<file path="config.mk">
export PLATFORM = sky130hd
export DESIGN_NAME = ft601_tx_sequencer
export DESIGN_NICKNAME = d
export VERILOG_FILES = /design/src/rtl/ft601_pkg.sv /design/src/rtl/ft601_tx_mux.sv /design/src/rtl/ft601_tx_sequencer.sv
export SDC_FILE = /design/constraint.sdc
export NUM_CORES = 1
export LEC_CHECK = 0
export ABC_AREA = 1
export CORE_AREA = 2 2 148 150
export CTS_BUF_LIST = sky130_fd_sc_hd__clkbuf_4 sky130_fd_sc_hd__clkbuf_8
export CTS_CLUSTER_SIZE = 25
export DETAILED_ROUTE_END_ITERATION = 10
export DIE_AREA = 0 0 150 152
export GPL_TIMING_DRIVEN = 0
export PLACE_DENSITY = 0.61
export SYNTH_ARGS = -nofsm -noshare
export SYNTH_HDL_FRONTEND = slang
export SYNTH_HIERARCHICAL = 1
export SYNTH_SLANG_ARGS = --single-unit
</file>
<file path="constraint.sdc">
create_clock -name clk -period 2.5 [get_ports clk]
set_input_delay 0.5 -clock clk [delete_from_list [all_inputs] [get_ports clk]]
set_output_delay 0.5 -clock clk [all_outputs]
set_load 0.01 [all_outputs]
</file>
<file path="src/rtl/ft601_pkg.sv">
// Shared types and constants for the FT601 TX path: FSM states, header layout and
// the header packing helper.
package ft601_pkg;

    localparam int NUM_PERIPH_DEF = 8;
    localparam int GRANT_W        = $clog2(NUM_PERIPH_DEF);
    localparam int LEN_W          = 8;

    localparam logic [7:0] HDR_SYNC  = 8'hA5;
    localparam int HDR_SYNC_LSB      = 24;
    localparam int HDR_ID_LSB        = 16;
    localparam int HDR_LEN_LSB       = 0;

    typedef enum logic [1:0] {
        IDLE,
        HEADER,
        BURST,
        DONE
    } tx_state_t;

    // Header word: {sync, 5'b0, id, 8'b0, len}
    function automatic logic [31:0] make_header(input logic [GRANT_W-1:0] id,
                                                input logic [LEN_W-1:0]   len);
        logic [31:0] hdr;
        hdr = '0;
        hdr[HDR_SYNC_LSB +: 8]      = HDR_SYNC;
        hdr[HDR_ID_LSB   +: GRANT_W] = id;
        hdr[HDR_LEN_LSB  +: LEN_W]   = len;
        return hdr;
    endfunction

endpackage

</file>
<file path="src/rtl/ft601_tx_mux.sv">
// Picks one W-bit field out of a packed per-peripheral bus (peripheral 0 in the LSBs).
module ft601_tx_mux #(
    parameter int NUM_PERIPH = 8,
    parameter int W          = 32,
    parameter int SEL_W      = $clog2(NUM_PERIPH)
) (
    input  logic [SEL_W-1:0]        sel,
    input  logic [NUM_PERIPH*W-1:0] bus,
    output logic [W-1:0]            out
);

    always_comb begin
        out = '0;
        for (int i = 0; i < NUM_PERIPH; i++) begin
            if (sel == SEL_W'(i)) out = bus[i*W +: W];
        end
    end

endmodule

</file>
<file path="src/rtl/ft601_tx_sequencer.sv">
// Drains the granted RX FIFO into the FT601 as one burst and pulses read_periph_data at the end.
// Define FT601_TX_HEADER_EN to prefix every burst with the 32-bit id/len header word.
module ft601_tx_sequencer
    import ft601_pkg::*;
#(
    parameter int NUM_PERIPH = NUM_PERIPH_DEF,
    parameter int DATA_W     = 32,
    parameter int LVL_W      = 8,
    parameter int MAX_BURST  = 16
) (
    input  logic                         clk,
    input  logic                         rst,
    input  logic [GRANT_W-1:0]           grant,
    output logic                         read_periph_data,
    input  logic [NUM_PERIPH-1:0]        rx_fifo_empty,
    input  logic [NUM_PERIPH*LVL_W-1:0]  rx_fifo_level,
    input  logic [NUM_PERIPH*DATA_W-1:0] rx_fifo_dout,
    output logic [NUM_PERIPH-1:0]        rx_fifo_rd_en,
    input  logic                         ft_txe_n,
    output logic                         ft_wr_n,
    output logic [3:0]                   ft_be,
    output logic [DATA_W-1:0]            ft_data_out,
    output logic                         ft_data_oe
);

    localparam logic [LVL_W-1:0] MAX_LVL = LVL_W'(MAX_BURST);

    tx_state_t          state_q, state_d;
    logic [GRANT_W-1:0] id_q, id_d;
    logic [LEN_W-1:0]   len_q, len_d;
    logic [LEN_W-1:0]   cnt_q, cnt_d;
    logic [LVL_W-1:0]   grant_level;
    logic [DATA_W-1:0]  id_dout;
    logic               xfer;

    // Empty flags are informational only; the fill level decides whether a burst starts.
    logic unused_empty;
    assign unused_empty = ^rx_fifo_empty;

    ft601_tx_mux #(.NUM_PERIPH(NUM_PERIPH), .W(LVL_W), .SEL_W(GRANT_W)) u_grant_mux (
        .sel (grant),
        .bus (rx_fifo_level),
        .out (grant_level)
    );

    ft601_tx_mux #(.NUM_PERIPH(NUM_PERIPH), .W(DATA_W), .SEL_W(GRANT_W)) u_id_mux (
        .sel (id_q),
        .bus (rx_fifo_dout),
        .out (id_dout)
    );

    // Reset gates the strobe so no word is popped in the cycle reset is applied.
    assign xfer = ((state_q == HEADER) || (state_q == BURST)) && !ft_txe_n && !rst;

    always_comb begin
        // NOTE: every _d signal gets its hold value first so no path can infer a latch.
        state_d = state_q;
        id_d    = id_q;
        len_d   = len_q;
        cnt_d   = cnt_q;
        unique case (state_q)
            IDLE: begin
                if (grant_level != '0) begin
                    id_d  = grant;
                    len_d = LEN_W'((grant_level > MAX_LVL) ? MAX_LVL : grant_level);
                    cnt_d = '0;
`ifdef FT601_TX_HEADER_EN
                    state_d = HEADER;
`else
                    state_d = BURST;
`endif
                end
            end
`ifdef FT601_TX_HEADER_EN
            HEADER: if (xfer) state_d = BURST;
`endif
            BURST: begin
                if (xfer) begin
                    cnt_d = cnt_q + LEN_W'(1);
                    if (cnt_d == len_q) state_d = DONE;
                end
            end
            DONE:    state_d = IDLE;
            default: state_d = IDLE;
        endcase
    end

    always_comb begin
        ft_data_oe       = (state_q == HEADER) || (state_q == BURST);
        ft_be            = ft_data_oe ? 4'hF : 4'h0;
        ft_wr_n          = !xfer;
        read_periph_data = (state_q == DONE);
        rx_fifo_rd_en    = '0;
        if ((state_q == BURST) && xfer) rx_fifo_rd_en[id_q] = 1'b1;
        ft_data_out = '0;
        case (state_q)
`ifdef FT601_TX_HEADER_EN
            HEADER:  ft_data_out = DATA_W'(make_header(id_q, len_q));
`endif
            BURST:   ft_data_out = id_dout;
            default: ft_data_out = '0;
        endcase
    end

    always_ff @(posedge clk) begin
        // NOTE: non-blocking so every flop samples the _d values from before this edge.
        if (rst) begin
            state_q <= IDLE;
            id_q    <= '0;
            len_q   <= '0;
            cnt_q   <= '0;
        end else begin
            state_q <= state_d;
            id_q    <= id_d;
            len_q   <= len_d;
            cnt_q   <= cnt_d;
        end
    end

endmodule

</file>
==> results.sh <==
export IMPL_outcome="finished clean"
export IMPL_fin_skew_ns=0.00184
export IMPL_io_buffer_count=371
export IMPL_multi_input_area_um2=3300
export IMPL_clk_insertion_delay_late_ns=0.27
export IMPL_pin_count=381
export IMPL_grt_overflow_total=0
export IMPL_arrival_ns=1.94
export IMPL_layout_nets=1568
export IMPL_clk_pin_slew_ns=0.08
export IMPL_cp_required_ns=2.00
export IMPL_r2r_start="cnt_q[1]$_SDFFE_PP0P_"
export IMPL_slowest_stage="dfxtp_4"
export IMPL_num_vias=7327
export IMPL_whs_endpoint="len_q[5]$_SDFFE_PP0P_"
export IMPL_reg2regPathDepth=12
export IMPL_setup_violations=0
export IMPL_netlist_area_um2=4310
export IMPL_post_drt_wl_per_cell_um=17.9
export IMPL_syn_area_per_cell_um2=5.29
export IMPL_areaGrowthSynthToFinish_pct=115
export IMPL_hold_class="flip-flop to flip-flop"
export IMPL_total_power_w=0.00565
export IMPL_final_common_cell="clkdlybuf4s50_1"
export IMPL_ys_async_sr_fraction_pct=0
export IMPL_drt_total_wl_mm=27.0
export IMPL_cts_tree="done"
export IMPL_place_hpwl_mm=21.7
export IMPL_comb_power_share_pct=87.3
export IMPL_fill_cells=2312
export IMPL_switchingPower_w=0.00288
export IMPL_drt_iter0_drc=409
export IMPL_die_area_um2=22800
export IMPL_p_leak_nw=3.98
export IMPL_yosys_area_top_type="nand4_1"
export IMPL_cpPeakStageDelay_ns=0.44
export IMPL_hold_violations=0
export IMPL_ys_ff_latch=21
export IMPL_gp_congestion=0.882
export IMPL_crit_type="flip-flop to output port"
export IMPL_rsz0062_at_grt="yes"
export IMPL_final_util_pct=43.3
export IMPL_r2r_end="state_q[0]$_SDFFE_PP0P_"
export IMPL_drt_first_pass_iters=7
export IMPL_worst_slew_pin_slew_ns=0.625
export IMPL_seqPwrFrac_pct=8.4
export IMPL_min_path_cells=2
export IMPL_power_frac_clock_pct=4.3
export IMPL_synthCells=814
export IMPL_synth_cell_type_count=38
export IMPL_hold_path_startpoint="len_q[5]$_SDFFE_PP0P_"
export IMPL_critPathLaunchType="flip-flop"
export IMPL_fin_crit_sh_pct=97.5
export IMPL_fin_area_um2=9250
export IMPL_synth_top_area_share_pct=29.1
export IMPL_numCtsBuffers=3
export IMPL_max_slew_margin_pct=58.3
export IMPL_synth_seq_area_share_pct=9.76
export IMPL_cts_sinks=21
export IMPL_regToRegSetupSlack_ns=0.77
export IMPL_placed_cell_area_um2=8370
export IMPL_max_freq_mhz=410
export IMPL_drive_gt1_share_pct=15.5
export IMPL_grt_pass1_wl_mm=39.5
export IMPL_synthFlopType="dfxtp_1"
export IMPL_grt_start_max_net_pins=12
export IMPL_num_rows=54
export IMPL_fin_tns_setup_ns=0
export IMPL_ys_top_cells_by_area="nand4_1 29%, nand2_1 18%, dfxtp_1 9.8%"
export IMPL_final_cell_mix="328 x clkdlybuf4s50_1, 200 x nand2_1, 200 x nand4_1, 94 x nor2_1, 88 x inv_1"
export IMPL_syn_num_nets=1152
export IMPL_start_util_pct=20.2
export IMPL_synth_enable_flop_cells=0
export IMPL_path_cells="inv_8 > nor3_4 > buf_4 > buf_4 > buf_6 > clkbuf_16 > nand2_1 > nand4_1 > nand2_1 > inv_1 > buf_2"
export IMPL_ant_nets=0
export IMPL_hold_buffers=0
export IMPL_critPathCaptureType="output port"
export IMPL_slew_viol_final=0
export IMPL_p_int_w=0.00278
export IMPL_post_route_drc_count=0
export IMPL_grt_pass1_vias=7046
export IMPL_powerDensity_nw_per_um2=612
export IMPL_max_cap_violations=0
export IMPL_routed_via_density=4.85
export IMPL_die_x_um=150
export IMPL_core_um2=21400
export IMPL_die_h_um=152
export IMPL_cp_max_fo=7
export IMPL_antenna_found_initial=2
export IMPL_ctsHtreeMaxLevel=1
export IMPL_register_area_um2=434
export IMPL_p_sw_share_pct=50.9
export IMPL_cts_path_max_buffers=2
export IMPL_track_usage_pct=22.1
export IMPL_ys_warn_count=6
export IMPL_ir_drop_uv=238
export IMPL_root_buffer="clkbuf_8"
export IMPL_layout_min_cycle_time_ns=2.44
## registers in the layout (all words and copies together) (netlist names)
register  count
state_q       2
len_q         8
cnt_q         8
id_q          3
## power by group through the flow
| stage | Clock (W) | Sequential, W | Combinational [W] |
|---|---|---|---|
| finish | 0.000245 | 0.000473 | 0.00494 |
| global route | 0.000267 | 0.000483 | 0.00532 |
| CTS | 0.000247 | 0.000472 | 0.00485 |
| detailed placement | 0 | 0.000458 | 0.00428 |
| global placement | 0 | 0.000456 | 0.00426 |
| floorplan | 0 | 0.000431 | 0.00234 |
## routing by layer
layer | up-vias | track usage (%) | share of wire [%]
met2 | 359 | 41.8 | 51
met4 | 0 | 5.17 | 2.1
met5 | - | 0 | 0
met1 | 3301 | 25.0 | 38
li1 | 3627 | - | -
met3 | 40 | 4.44 | 8.9
## synthesized netlist by cell type (3+ instances only)
library cell,instances
nand2_1,206
nand4_1,200
nor2_1,100
inv_1,91
nand3_1,60
clkbuf_1,28
dfxtp_1,21
buf_1,19
a21oi_1,16
buf_2,12
buf_4,6
inv_2,5
ha_1,4
nor2_2,4
nor2_4,4
o21ai_0,4
nand2_2,3
nor3_1,3
nor3_2,3
nor3_4,3
## kinds of logic (layout without fill, tap and decap cells)
kind of cell	count (synthesis)	after routing	share of synthesized area (%)
other	0	2	0
adders and majority gates	4	4	1.16
AOI/OAI and AO/OA	26	26	3.54
and+or+nand+nor	593	593	68.7
xor gates and xnor gates	4	4	0.814
buffers and inverters	166	581	16.0
DFF	21	21	9.76
## worst max path at each step
stage,startpoint,end,slack (ns),depth (start not counted)
after floorplan,grant[1],cnt_q[0]$_SDFFE_PP0P_,0.29,13
after global placement,id_q[0]$_SDFFE_PP0P_,ft_data_out[18],-0.69,8
after detailed placement,id_q[1]$_SDFFE_PP0P_,ft_data_out[20],-0.69,8
after CTS,id_q[1]$_SDFFE_PP0P_,ft_data_out[20],-0.17,9
after global routing,id_q[1]$_SDFFE_PP0P_,ft_data_out[18],-0.03,11
final,id_q[1]$_SDFFE_PP0P_,ft_data_out[18],0.06,11
## through the flow
step / cells / hold WS [ns] / worst slack [ns]
2_1_floorplan: 814 / 0.439 / 0.287
3_3_place_gp: 1465 / 0.456 / -0.693
3_5_place_dp: 1465 / 0.456 / -0.694
4_1_cts: 1501 / 0.467 / -0.175
5_1_grt: 1510 / 0.499 / -0.0290
6_report: 1511 / 0.462 / 0.0637
## area by class of cell
type | count | share of cell area [%]
Antenna cell | 2 | 0.0541
Inverter | 98 | 4.30
Tap cell | 280 | 3.79
Buffer | 68 | 7.61
Sequential cell | 21 | 4.70
Multi-Input combinational cell | 627 | 35.7
Clock buffer | 4 | 0.528
Timing Repair Buffer | 411 | 43.3
## critical path, delay by kind of cell (launching register included)
family / cells / cell delay (ns)
buffers and inverters: 7 / 0.74
flip-flops: 1 / 0.44
AND/OR/NAND/NOR: 4 / 0.49
## timing repair
action / in CTS / in global routing
pin swaps: 21 / 18
cloned: 3 / 1
setup buffers: 29 / 7
gates resized for setup: 224 / 71
setup endpoints to repair: 61 / 50
Note: power is estimated with default switching activity, not from simulation.
